<file path="src/rtl/p4_router_pkg.sv">
// ---------------------------------------------------------------------------
// p4_router_pkg
//   Shared definitions for the P4 router egress path: AXIS beat widths,
//   position of the RTL egress id inside the VNP4 user metadata word, the
//   RTL egress id encoding and the egress demux FSM state type.
// ---------------------------------------------------------------------------
package p4_router_pkg;

    // AXIS beat geometry of the VNP4 output and of every egress stream
    localparam int DATA_W = 64;
    localparam int KEEP_W = DATA_W / 8;

    // user_metadata_out layout: [15:8] RTL egress id, [7:0] P4 ingress id
    localparam int META_EGR_ID_MSB = 15;
    localparam int META_EGR_ID_LSB = 8;

    // RTL egress ids; anything at or above NUM_RTL_EGR is unmapped
    typedef enum logic [7:0] {
        EGR_CPU  = 8'd0,
        EGR_PHY0 = 8'd1,
        EGR_PHY1 = 8'd2,
        EGR_PHY2 = 8'd3,
        EGR_PHY3 = 8'd4,
        EGR_PHY4 = 8'd5,
        EGR_PHY5 = 8'd6,
        EGR_ECG0 = 8'd7,
        EGR_ECG1 = 8'd8,
        EGR_ECG2 = 8'd9,
        EGR_ECG3 = 8'd10,
        EGR_NONE = 8'hFF
    } rtl_egr_ids;

    localparam int NUM_RTL_EGR = 11;

    typedef enum logic [1:0] {
        IDLE  = 2'd0,
        ROUTE = 2'd1,
        DROP  = 2'd2
    } fsm_state_t;

endpackage

</file>
<file path="src/rtl/p4_router_meta_fifo.sv">
// ---------------------------------------------------------------------------
// p4_router_meta_fifo
//   Generic synchronous FIFO. A push to a full FIFO is discarded unless a pop
//   happens in the same cycle; the discarded push is flagged on 'overflow'
//   for that cycle only. Pop on empty is ignored.
// Ports
//   clk, areset           clock, asynchronous active-high reset
//   push, push_data       write request and word
//   pop                   read request (advances head)
//   head                  word at the head of the FIFO (valid when !empty)
//   full, empty           occupancy flags
//   overflow              single-cycle pulse: push lost because FIFO full
// ---------------------------------------------------------------------------
module p4_router_meta_fifo #(
    parameter int WIDTH = 16,
    parameter int DEPTH = 4
) (
    input  logic             clk,
    input  logic             areset,
    input  logic             push,
    input  logic [WIDTH-1:0] push_data,
    input  logic             pop,
    output logic [WIDTH-1:0] head,
    output logic             full,
    output logic             empty,
    output logic             overflow
);

    localparam int AW = $clog2(DEPTH);
    localparam logic [AW:0] DEPTH_CNT = (AW+1)'(DEPTH);

    logic [WIDTH-1:0] mem [DEPTH];
    logic [AW-1:0]    wr_ptr;
    logic [AW-1:0]    rd_ptr;
    logic [AW:0]      count;
    logic             do_push;
    logic             do_pop;

    assign empty    = (count == '0);
    assign full     = (count == DEPTH_CNT);
    assign do_pop   = pop && !empty;
    // A pop in the same cycle frees the slot, so a full FIFO still accepts
    assign do_push  = push && (!full || do_pop);
    assign overflow = push && full && !do_pop;
    assign head     = mem[rd_ptr];

    always_ff @(posedge clk or posedge areset) begin
        if (areset) begin
            wr_ptr <= '0;
            rd_ptr <= '0;
            count  <= '0;
        end else begin
            if (do_push) wr_ptr <= wr_ptr + AW'(1);
            if (do_pop)  rd_ptr <= rd_ptr + AW'(1);
            case ({do_push, do_pop})
                2'b10:   count <= count + (AW+1)'(1);
                2'b01:   count <= count - (AW+1)'(1);
                default: count <= count;
            endcase
        end
    end

    // Storage carries data only; its contents are meaningless until written
    always_ff @(posedge clk) begin
        if (do_push) mem[wr_ptr] <= push_data;
    end

endmodule

</file>
<file path="src/rtl/p4_router_egress_demux.sv">
// ---------------------------------------------------------------------------
// p4_router_egress_demux
//   Steers packets from the VNP4 AXIS output to one of NUM_EGRESS egress
//   streams using the RTL egress id carried in the per-packet metadata word.
//   Metadata words are buffered in a small FIFO; packets with an unmapped
//   egress id are consumed at full rate and counted.
// Ports
//   clk, areset             clock, asynchronous active-high reset
//   data_in_t*              VNP4 packet stream (tdata/tkeep/tlast/tvalid/tready)
//   meta_in, meta_in_valid  metadata word, one single-cycle pulse per packet
//   egress_t*               NUM_EGRESS egress streams (packed per port)
//   drop_count              saturating count of dropped packets
//   meta_overflow           sticky: a metadata word was lost to a full FIFO
//   stats_clear             synchronous clear of drop_count and meta_overflow
// ---------------------------------------------------------------------------
module p4_router_egress_demux
    import p4_router_pkg::*;
#(
    parameter int USER_METADATA_WIDTH = 16,
    parameter int NUM_EGRESS          = 11,
    parameter int META_FIFO_DEPTH     = 4
) (
    input  logic                                 clk,
    input  logic                                 areset,
    input  logic [DATA_W-1:0]                    data_in_tdata,
    input  logic [KEEP_W-1:0]                    data_in_tkeep,
    input  logic                                 data_in_tlast,
    input  logic                                 data_in_tvalid,
    output logic                                 data_in_tready,
    input  logic [USER_METADATA_WIDTH-1:0]       meta_in,
    input  logic                                 meta_in_valid,
    output logic [NUM_EGRESS-1:0][DATA_W-1:0]    egress_tdata,
    output logic [NUM_EGRESS-1:0][KEEP_W-1:0]    egress_tkeep,
    output logic [NUM_EGRESS-1:0]                egress_tlast,
    output logic [NUM_EGRESS-1:0]                egress_tvalid,
    input  logic [NUM_EGRESS-1:0]                egress_tready,
    output logic [31:0]                          drop_count,
    output logic                                 meta_overflow,
    input  logic                                 stats_clear
);

    localparam int SEL_W = (NUM_EGRESS > 1) ? $clog2(NUM_EGRESS) : 1;

    function automatic logic [31:0] sat_inc32(input logic [31:0] v);
        return (v == '1) ? v : v + 32'd1;
    endfunction

    fsm_state_t                     state;
    fsm_state_t                     state_nxt;
    logic [USER_METADATA_WIDTH-1:0] fifo_head;
    logic                           fifo_empty;
    logic                           fifo_full_unused;
    logic                           fifo_ovf;
    logic                           fifo_pop;
    logic [7:0]                     head_egr_id;
    logic                           id_mapped;
    logic                           sel_load;
    logic [SEL_W-1:0]               route_sel;
    logic                           drop_inc;
    logic                           out_ready;
    logic                           beat_acc;
    logic                           unused_meta_bits;

    logic [DATA_W-1:0]              out_data_p1;
    logic [KEEP_W-1:0]              out_keep_p1;
    logic                           out_last_p1;
    logic                           vld_p1;
    logic [SEL_W-1:0]               out_sel_p1;

    p4_router_meta_fifo #(
        .WIDTH (USER_METADATA_WIDTH),
        .DEPTH (META_FIFO_DEPTH)
    ) u_meta_fifo (
        .clk       (clk),
        .areset    (areset),
        .push      (meta_in_valid),
        .push_data (meta_in),
        .pop       (fifo_pop),
        .head      (fifo_head),
        .full      (fifo_full_unused),
        .empty     (fifo_empty),
        .overflow  (fifo_ovf)
    );

    // Only the egress id field steers; the ingress id rides along unused
    assign unused_meta_bits = ^fifo_head;
    assign head_egr_id      = fifo_head[META_EGR_ID_MSB:META_EGR_ID_LSB];
    assign id_mapped        = ({24'd0, head_egr_id} < 32'(NUM_EGRESS));

    // Output register can take a new beat when empty or being drained
    assign out_ready = !vld_p1 || |(egress_tready & egress_tvalid);
    assign beat_acc  = (state == ROUTE) && out_ready && data_in_tvalid;

    always_ff @(posedge clk or posedge areset) begin
        if (areset) begin
            state     <= IDLE;
            route_sel <= '0;
        end else begin
            state <= state_nxt;
            if (sel_load) route_sel <= head_egr_id[SEL_W-1:0];
        end
    end

    always_comb begin
        state_nxt      = state;
        data_in_tready = 1'b0;
        fifo_pop       = 1'b0;
        drop_inc       = 1'b0;
        sel_load       = 1'b0;
        unique case (state)
            IDLE: begin
                // Packets never start before their metadata is available
                if (!fifo_empty && data_in_tvalid) begin
                    sel_load  = 1'b1;
                    state_nxt = id_mapped ? ROUTE : DROP;
                end
            end
            ROUTE: begin
                data_in_tready = out_ready;
                if (beat_acc && data_in_tlast) begin
                    fifo_pop  = 1'b1;
                    state_nxt = IDLE;
                end
            end
            DROP: begin
                data_in_tready = 1'b1;
                if (data_in_tvalid && data_in_tlast) begin
                    fifo_pop  = 1'b1;
                    drop_inc  = 1'b1;
                    state_nxt = IDLE;
                end
            end
            default: state_nxt = IDLE;
        endcase
    end

    // ---- stage p0 -> p1: shared egress output register ----
    // out_sel_p1 only reloads with an accepted beat, which requires the
    // previous beat (including a tlast) to have been taken by its port.
    always_ff @(posedge clk or posedge areset) begin
        if (areset) begin
            vld_p1     <= 1'b0;
            out_sel_p1 <= '0;
        end else if (out_ready) begin
            vld_p1 <= beat_acc;
            if (beat_acc) out_sel_p1 <= route_sel;
        end
    end

    always_ff @(posedge clk) begin
        if (beat_acc) begin
            out_data_p1 <= data_in_tdata;
            out_keep_p1 <= data_in_tkeep;
            out_last_p1 <= data_in_tlast;
        end
    end

    always_comb begin
        for (int i = 0; i < NUM_EGRESS; i++) begin
            egress_tvalid[i] = vld_p1 && (out_sel_p1 == SEL_W'(i));
        end
    end

    assign egress_tdata = {NUM_EGRESS{out_data_p1}};
    assign egress_tkeep = {NUM_EGRESS{out_keep_p1}};
    assign egress_tlast = {NUM_EGRESS{out_last_p1}};

    always_ff @(posedge clk or posedge areset) begin
        if (areset) begin
            drop_count    <= '0;
            meta_overflow <= 1'b0;
        end else if (stats_clear) begin
            drop_count    <= '0;
            meta_overflow <= 1'b0;
        end else begin
            if (drop_inc) drop_count    <= sat_inc32(drop_count);
            if (fifo_ovf) meta_overflow <= 1'b1;
        end
    end

endmodule

</file>
<file path="config.mk">
export PLATFORM = sky130hd
export DESIGN_NAME = p4_router_egress_demux
export DESIGN_NICKNAME = d
export VERILOG_FILES = /design/src/rtl/p4_router_pkg.sv /design/src/rtl/p4_router_meta_fifo.sv /design/src/rtl/p4_router_egress_demux.sv
export SDC_FILE = /design/constraint.sdc
export NUM_CORES = 1
export LEC_CHECK = 0
export ABC_CLOCK_PERIOD_IN_PS = 4000
export BUFFER_PORTS_ARGS = -buffer_cell sky130_fd_sc_hd__buf_2
export CAP_MARGIN = 40
export CELL_PAD_IN_SITES_DETAIL_PLACEMENT = 0
export CELL_PAD_IN_SITES_GLOBAL_PLACEMENT = 1
export CORE_AREA = 2 2 366 368
export DETAILED_ROUTE_END_ITERATION = 16
export DIE_AREA = 0 0 368 370
export PLACE_DENSITY = 0.42
export RECOVER_POWER = 50
export SLEW_MARGIN = 20
export SYNTH_ARGS = -nofsm -noshare
export SYNTH_HDL_FRONTEND = slang
export SYNTH_SLANG_ARGS = --single-unit
</file>
<file path="constraint.sdc">
create_clock -name clk -period 4 [get_ports clk]
set_clock_uncertainty 0.15 [all_clocks]
set_input_delay 0.6 -clock clk [delete_from_list [all_inputs] [get_ports clk]]
set_output_delay 0.6 -clock clk [all_outputs]
set_load 0.01 [all_outputs]
</file>
Word level (Yosys, flattened, before mapping)

Memories as Yosys holds them, arrays and structs flattened.
Index checks and enable logic that the tools add are counted.

Register bits: 124
Memory bits (writable): 64
Output and inout port bits: 848
Logic and storage cells: 96
Memories kept: 1

Memories:

| memory          | words | bits a word | read ports | clocked after memory_dff | wr ports | RTL line                  | RTL |
|---|---|---|---|---|---|---|---|
| u_meta_fifo.mem | 4     | 16          | 1          | 0                        | 1        | p4_router_meta_fifo.sv:32 | `logic [WIDTH-1:0] mem [DEPTH];` |

$add $sub $neg: 5
$lt $le $gt $ge: 1
Equal/unequal tests: 20
Muxes and demuxes: 20
Bitwise operators: 1
Reduce and logical (&&, ||, !) cells: 36

Operators by type and width:

| operator                                                    | count |
|---|---|
| two-way mux 32 bit                                          | 3 |
| adder 32 x 1 -> 32 bit (second input constant)              | 1 |
| == test 32 bit (second input constant)                      | 1 |
| logical AND 1 bit                                           | 20 |
| == test 4 x 3 -> 1 bit (second input constant)              | 4 |
| == test 4 bit (second input constant)                       | 3 |
| bitwise AND 11 bit                                          | 1 |
| OR reduction 11 bit                                         | 1 |
| two-way mux 1 bit                                           | 9 |
| == test 4 x 2 -> 1 bit (second input constant)              | 2 |
| less-than comparator 8 x 4 -> 1 bit (second input constant) | 1 |
| two-way mux 2 bit                                           | 4 |
| inequality test 2 bit (second input constant)               | 3 |
| case mux 2 bit (3 select lines)                             | 1 |
| case mux 3 bit (2 select lines)                             | 1 |
| nonzero test 2 bit                                          | 3 |
| adder 2 x 1 -> 2 bit (second input constant)                | 2 |
| == test 2 x 1 -> 1 bit (second input constant)              | 2 |
| == test 2 bit (second input constant)                       | 2 |
| == test 4 x 1 -> 1 bit (second input constant)              | 1 |
| logical NOT 1 bit                                           | 4 |
| logical NOT 4 bit                                           | 1 |
| case mux 1 bit (2 select lines)                             | 2 |
| AND reduction 2 bit                                         | 2 |
| other kinds (8)                                             | 9 |

Logic depth before layout (Yosys ltp)

Gate-level depths: netlist (run 1).

Depth after elaboration: 15
Mapped depth: 13
Gate-level depth less buffers: 13

Hierarchy

From an unflattened synthesis (run 1), not the netlist that was laid out.

Cells, all modules: 1219
Area, all modules: 13157.6 um^2

Modules (own cells, without submodules):

| module                 | times used | cells each | area an instance (um^2) | sequential area each (um^2) |
|---|---|---|---|---|
| p4_router_egress_demux | 1          | 1095       | 10390.0                 | 3293.2 |
| p4_router_meta_fifo    | 1          | 124        | 2767.7                  | 2097.0 |

Least setup slack after synthesis (run 1)

No wires, ideal clock.

Kind: input port to flip-flop
Start point: input egress_tready[7]
End point: register out_data_p1[0] (enable)
Library setup time: 0.579 ns
Arrival: 2.639 ns
Required time: 3.271 ns
Path slack: 0.631 ns
Stages: 5
Buffers on the path: 0
Cells stage by stage: mux4_2 > a22o_1 > a221o_1 > nand3_1 > inv_1

Word-level cells in the longest chain between the ends: 5

Ends and longest elaborated chain:

| item                            | RTL line                      | RTL |
|---|---|---|
| start: declaration              | p4_router_egress_demux.sv:36  | `input logic [NUM_EGRESS-1:0] egress_tready,` |
| bitwise AND 11 bit              | p4_router_egress_demux.sv:91  | `assign out_ready = !vld_p1 \|\| \|(egress_tready & egress_tvalid);` |
| OR reduction 11 bit             | p4_router_egress_demux.sv:91  |  |
| logical OR 1 bit                | p4_router_egress_demux.sv:91  |  |
| logical AND 1 bit (2 in series) | p4_router_egress_demux.sv:92  | `assign beat_acc = (state == ROUTE) && out_ready && data_in_tvalid;` |
| net beat_acc                    | p4_router_egress_demux.sv:61  | `logic beat_acc;` |
| end signal: assignment          | p4_router_egress_demux.sv:152 | `out_data_p1 <= data_in_tdata;` |
| end: declaration                | p4_router_egress_demux.sv:64  | `logic [DATA_W-1:0] out_data_p1;` |

The timed path passes the listed nets, and every way through them passes these cells.
A chain may end at the register's enable or synchronous reset.

Worst setup path after layout (run 1)

Start point: register out_sel_p1[2]
End point: output data_in_tready

Word-level cells in the longest chain between the ends: 6
Elaborated cells between the ends (all ways): 26

Ends and longest elaborated chain:

| item                                           | RTL line                      | RTL |
|---|---|---|
| start: declaration                             | p4_router_egress_demux.sv:68  | `logic [SEL_W-1:0] out_sel_p1;` |
| start signal: assignment                       | p4_router_egress_demux.sv:146 | `if (beat_acc) out_sel_p1 <= route_sel;` |
| == test 4 x 1 -> 1 bit (tied with other cells) | p4_router_egress_demux.sv:160 | `egress_tvalid[i] = vld_p1 && (out_sel_p1 == SEL_W'(i));` |
| logical AND 1 bit                              | p4_router_egress_demux.sv:160 |  |
| bitwise AND 11 bit *                           | p4_router_egress_demux.sv:91  |  |
| OR reduction 11 bit *                          | p4_router_egress_demux.sv:91  |  |
| logical OR 1 bit *                             | p4_router_egress_demux.sv:91  |  |
| case mux 1 bit (2 select lines) *              | p4_router_egress_demux.sv:110 | `unique case (state)` |
| end: declaration                               | p4_router_egress_demux.sv:29  | `output logic data_in_tready,` |

Mark *: on every way between the ends. The rest lies on a longest branch, timed or not.

==> results of run 1 <==
==> cell type report <==
class | count | area (um^2) | share of cell area
Antenna cell | 6 | 15.0 | 0.00109
Tap cell | 1768 | 2210 | 0.160
Clock buffer | 17 | 425 | 0.0308
Clock inverter | 15 | 196 | 0.0142
Sequential cell | 156 | 4430 | 0.321
Timing Repair Buffer | 976 | 4520 | 0.328
Multi-Input combinational cell | 281 | 1920 | 0.139
Inverter | 17 | 66.3 | 0.00481
==> logic make-up (layout without fill, tap and decap cells) <==
| family | Yosys count | in the layout | synth area share |
|---|---|---|---|
| buf+inv | 767 | 1025 | 0.471 |
| fa+ha+maj | 10 | 10 | 0.0111 |
| other cells | 0 | 6 | 0 |
| flops | 156 | 156 | 0.369 |
| mux | 21 | 21 | 0.0241 |
| compound gates | 86 | 86 | 0.0465 |
| xor+xnor | 6 | 6 | 0.00438 |
| simple gates | 158 | 158 | 0.0742 |
==> state kept, by name, indices dropped and copies added, names as in the netlist <==
register and cells:
out_data_p1 64, out_keep_p1 8, drop_count 32, u_meta_fifo.rd_ptr 2, u_meta_fifo.wr_ptr 2, u_meta_fifo.mem 32, vld_p1 1, meta_overflow 1
route_sel 4, out_last_p1 1, out_sel_p1 4, u_meta_fifo.count 3, state 2
==> worst max-delay path, cell delays in order (launching register included) <==
cell,delay (ps)
dfrtp_1,520
mux2_2,390
a22o_1,220
a221o_1,370
buf_4,190
and2_1,200
o21a_1,170
buf_2,150
==> Yosys cell counts (all sizes together), types with 2 or more instances <==
library cell    n
nand2          20
and3            4
nor4            5
nor3           12
a221oi          2
inv            17
mux2i           3
nand2b          4
nand3b          3
buf           736
a21oi          30
mux2           13
a221o           2
nand3          20
edfxtp        105
xor2            3
and2            3
clkbuf         14
nor2           36
nor2b           4
o2bb2ai         2
nand4          12
or4             8
or3            17
xnor2           3
or4b            2
mux4            5
and4            6
dfrtp          51
o21ai          19
o21a            2
o311ai          4
ha              9
o21bai          2
o31ai           9
==> metrics by stage <==
stage          std cells  power [W]  cell area [um^2]  utilization  setup slack (ps)
6_report            3236    0.00523             13800        0.104               523
5_1_grt             3230    0.00558             13800        0.104               388
4_1_cts             3228    0.00546             14300        0.108               433
3_5_place_dp        3188    0.00347             13600        0.103               470
3_3_place_gp        3181    0.00348             13500        0.102               437
2_1_floorplan       1204    0.00317             12000            -               631
==> routing by layer <==
metal | global-route usage | wire [um] | share of wire
met1 | 0.0853 | 20800 | 0.41
met2 | 0.115 | 23800 | 0.47
met3 | 0.0209 | 4030 | 0.080
met4 | 0.0316 | 1830 | 0.036
met5 | 0 | 20 | 0.00040
==> cell usage in the layout, fill, tap and decap left out, drive strengths merged, types with 6 or more instances in the layout <==
cell | synthesis | final
o21ai | 19 | 19
nor2 | 36 | 36
buf | 736 | 533
inv | 17 | 24
dfrtp | 51 | 51
edfxtp | 105 | 105
a21oi | 30 | 30
clkbuf | 14 | 452
diode | 0 | 6
nor3 | 12 | 12
mux2 | 13 | 13
nand4 | 12 | 12
nand2 | 20 | 20
or3 | 17 | 17
ha | 9 | 9
clkinv | 0 | 6
dlygate4sd3 | 0 | 8
o31ai | 9 | 9
and4 | 6 | 6
nand3 | 20 | 20
or4 | 8 | 8
==> final timing paths <==
check                                      start  slack (ps)  depth (start not counted)              endpoint
worst max-delay path               out_sel_p1[2]         520                          7        data_in_tready
worst min-delay path            data_in_tkeep[1]         100                          1        out_keep_p1[1]
worst max register to register          state[0]         670                         14  u_meta_fifo.count[2]
worst min register to register      route_sel[1]         380                          1         out_sel_p1[1]
max in group asynchronous                 areset        1060                          5        drop_count[25]
min in group asynchronous                 areset         510                          3              state[1]
==> timing repair <==
item                                   in CTS  in global routing
resized for setup                           0                  0
setup buffers                               0                  0
hold buffers                                8                  0
endpoints found under the hold margin      20                  0
==> report_power, final <==
part	switching, W	total (W)	leakage (nW)	internal (W)
Combinational	0.000703	0.00119	3.34	0.000490
Clock	0.000953	0.00186	0.300	0.000904
Sequential	0.000253	0.00218	1.63	0.00193
Total	0.00191	0.00523	5.27	0.00332
==> flow_metrics.py, run 1 <==
metrics = {
    "status": {
        "status": "finished, violations left",
        "failed_checks": "capacitance limit, slew limit",
    },
    "sta": {
        "rsz0062_at_grt": "false",
        "drv_slew": 34,
        "timing.final.crit_share": 0.869,
        "tightest_slew_ps": 1520,
        "whs_ps": 98.7,
        "max_freq_mhz": 288,
        "period_needed_ps": 3480,
        "tns_ps": 0,
        "finalHoldViolCount": 0,
        "setup_viol": 0,
        "slew_headroom": -0.0155,
    },
    "finish": {
        "fill_cells": 15547,
        "drive_above_1_share": 0.406,
        "layout.nets": 1564,
        "syn_to_final_growth_pct": 15.0,
    },
    "grt": {
        "grt_pass1_wl_um": 64100,
        "antenna_found_initial": 13,
        "gr-total-overflow": 0,
        "grt_pass1_vias": 7170,
        "grtUsageTotal": 0.0704,
        "grt_max_degree": 42,
    },
    "floorplanning": {
        "start_util": 0.0906,
        "core.rowCount": 134,
        "core-area_um2": 132000,
        "io_pins": 953,
        "fp.dieH_um": 370,
        "die_x_um": 368,
        "die-area_um2": 136000,
    },
    "clock_tree": {
        "clock-sinks": 156,
        "htreeDepth": 4,
        "path_clk_slew_ps": 90,
        "cts_root_buf": "clkbuf_16",
        "numCtsBuffers": 17,
        "clock_latency_ps": 530,
        "tritoncts": "yes",
        "clockBufferDepth": 2,
    },
    "synth": {
        "synth_nets": 1319,
        "synthTopCellsByArea": "buf_4, edfxtp_1, dfrtp_1",
        "synth.top_cell.area_share": 0.458,
        "yosysTopAreaCell": "buf_4",
        "ys_types": 61,
        "synth_edf_count": 105,
        "ys_warn_count": 0,
        "synth_ff_type": "edfxtp_1",
        "synth_area_um2": 12000,
        "async_flop_share": 0.327,
        "synth_seq_cells": 156,
        "postSynthAreaPerCell_um2": 9.96,
        "yosysSeqAreaShare": 0.369,
        "synthCells": 1204,
    },
    "drt": {
        "via_count": 8327,
        "drc": 0,
        "dr.pass1.iters": 7,
        "vias_per_cell": 2.57,
        "ant_nets": 0,
        "postRouteWirelength_um": 50500,
        "wl_per_cell_um": 15.6,
        "drt-initial-drc-count": 392,
    },
    "placed_design": {
        "hpwl_um": 41600,
        "gp_congestion": 0.682,
        "port-buffer-count": 944,
    },
    "power_and_ir_drop": {
        "p_leak_nw": 5.27,
        "power.density_nw_per_um2": 379,
        "peakVddDrop_uv": 289,
    },
    "worst_setup_path": {
        "cp-start-kind": "flop",
        "crit_arrival_ps": 2730,
        "worstSetupPathType": "reg -> out",
        "required_ps": 3250,
        "path_max_fanout": 11,
        "critPathCaptureType": "output pin",
    },
    "hold_path": {
        "hp-class": "in -> reg",
    },
    "run": {
        "maxCapViolCount": 2,
    },
}
(Power assumes the default switching activity.)
==> run 2, diff against run 1 <==
BUFFER_PORTS_ARGS = -buffer_cell sky130_fd_sc_hd__buf_4   (was -buffer_cell sky130_fd_sc_hd__buf_2)
==> run 2 against run 1 <==
The flow now finishes without violations. Final cell count unchanged. First-iteration DRC count fell by 5.4%. Utilization up 0.98 points. Critical path type unchanged.
==> flow_metrics.py, run 2 (synthesis results as in run 1) <==
metrics = {
    "status": {
        "status": "completed",
    },
    "power_and_ir_drop": {
        "p_switching_w": 0.00196,
        "p_comb_frac": 0.246,
        "peakVddDrop_uv": 361,
        "power.density_nw_per_um2": 357,
        "p_leak_nw": 5.71,
        "internal_power_w": 0.00343,
        "seqPwrFrac": 0.406,
        "clockPowerShare": 0.348,
        "totalPowerFinal_w": 0.00539,
        "p_sw_frac": 0.364,
    },
    "grt": {
        "grtUsageTotal": 0.0748,
        "grt_pass1_wl_um": 68600,
        "grt_pass1_vias": 7635,
        "antenna_found_initial": 8,
        "grt_max_degree": 39,
        "gr-total-overflow": 0,
    },
    "clock_tree": {
        "clock-sinks": 156,
        "numCtsBuffers": 17,
        "cts_setup_buffers": 0,
        "tritoncts": "yes",
        "path_clk_slew_ps": 90,
        "cts_resized": 0,
        "cts_root_buf": "clkbuf_16",
        "clock_latency_ps": 540,
        "clockBufferDepth": 2,
        "htreeDepth": 4,
    },
    "placed_design": {
        "port-buffer-count": 944,
        "placed_area_um2": 16000,
        "dpl.cell_count": 3191,
        "hpwl_um": 44100,
        "gp_congestion": 0.687,
    },
    "sta": {
        "whs_ps": 118,
        "setup_viol": 0,
        "rsz0062_at_grt": "false",
        "tightest_slew_ps": 1460,
        "timing.final.crit_share": 0.928,
        "max_freq_mhz": 269,
        "slew_headroom": 0.0296,
        "period_needed_ps": 3710,
        "finalHoldViolCount": 0,
        "tns_ps": 0,
        "drv_slew": 0,
    },
    "floorplanning": {
        "io_pins": 953,
        "core.rowCount": 134,
        "core-area_um2": 132000,
        "die-area_um2": 136000,
        "fp.dieH_um": 370,
        "die_x_um": 368,
        "start_util": 0.0906,
    },
    "finish": {
        "largest_register_ffs": 64,
        "layout.nets": 1565,
        "top_register": "out_data_p1",
        "largestRegisters": "out_data_p1 (64), drop_count (32), u_meta_fifo.mem (32)",
        "drive_above_1_share": 0.409,
        "syn_to_final_growth_pct": 25.8,
        "final_cells": 3236,
        "layout_common_cells": "buf_4, clkbuf_1, edfxtp_1, clkbuf_4, dfrtp_1",
        "final_common_cell": "buf_4",
        "design_area_um2": 15100,
    },
    "worst_setup_path": {
        "worstSetupPathType": "reg -> out",
        "cpPeakStageDelay_ps": 550,
        "required_ps": 3250,
        "critPathCaptureType": "output pin",
        "path_max_fanout": 11,
        "rrSetupSlack_ps": 640,
        "cp-start-kind": "flop",
        "slowest_stage": "dfrtp_1",
        "crit_chain": "mux4_2, a22o_1, a221o_1, buf_4, and2_1, o21a_1, buf_4",
        "crit_arrival_ps": 2960,
        "path_common_cell": "buf_4",
    },
    "drt": {
        "postRouteWirelength_um": 53800,
        "ant_nets": 0,
        "via_count": 8420,
        "vias_per_cell": 2.60,
        "wl_per_cell_um": 16.6,
        "drc": 0,
        "drt-initial-drc-count": 371,
        "dr.pass1.iters": 4,
    },
    "hold_path": {
        "hp-class": "in -> reg",
    },
    "run": {
        "maxCapViolCount": 0,
    },
}
## run 2: cell count changes in the layout (fill, tap and decap cells not counted), sizes merged
cell | previous run | this run
clkbuf | 452 | 521
dlygate4sd3 | 8 | 7
buf | 533 | 466
clkinvlp | 1 | 2
clkinv | 6 | 5
diode | 6 | 5
## run 2: path summary, 6_finish.rpt
| check | startpoint | endpoint | cells after the start |
|---|---|---|---|
| worst min-delay path | data_in_tdata[51] | out_data_p1[51] | 1 |
| max in group asynchronous | areset | drop_count[14] | 4 |
| worst max register to register | out_sel_p1[1] | u_meta_fifo.count[2] | 11 |
| worst min register to register | route_sel[1] | out_sel_p1[1] | 1 |
| worst max-delay path | out_sel_p1[1] | data_in_tready | 7 |
| min in group asynchronous | areset | meta_overflow | 3 |
## run 2: metal layers
layer,global-route usage,up-vias,share of wire,routed length (um)
met5,0,-,0.00048,26
met4,0.0325,4,0.030,1600
met3,0.0244,49,0.087,4660
met2,0.124,528,0.49,26100
met1,0.0879,4057,0.40,21400
li1,-,3782,-,-
## run 2: per-stage QoR
stage	worst slack (ps)	util
global route	164	0.114
detailed placement	510	0.121
finish	287	0.114
floorplan	631	-
CTS	193	0.126
global placement	449	0.120
## run 2: critical path: cells and delay by family (launching register included)
kind / cells / cell delay (ps)
AND/OR/NAND/NOR: 1 / 210
buffers and inverters: 2 / 340
multiplexers: 1 / 550
AO/OA/AOI/OAI: 3 / 800
flip-flops: 1 / 550
## run 2: power groups by stage
stage	logic [W]	clock network, W	registers (W)
6_report	0.00133	0.00188	0.00219
5_1_grt	0.00146	0.00206	0.00222
2_1_floorplan	0.00107	0	0.00210
4_1_cts	0.00149	0.00203	0.00220
3_3_place_gp	0.00147	0	0.00225
3_5_place_dp	0.00148	0	0.00223
## run 2: area by class of cell
type | instances | area (um^2)
Fill cell | 15613 | 117000
Antenna cell | 5 | 12.5
Inverter | 17 | 66.3
Clock inverter | 15 | 195
Timing Repair Buffer | 977 | 5830
Clock buffer | 17 | 425
Tap cell | 1768 | 2210
Multi-Input combinational cell | 281 | 1920
Sequential cell | 156 | 4430
## run 2: repair_timing
item	CTS	global route
endpoints found under the hold margin	25	0
setup endpoints to repair	0	0
hold buffers	7	0
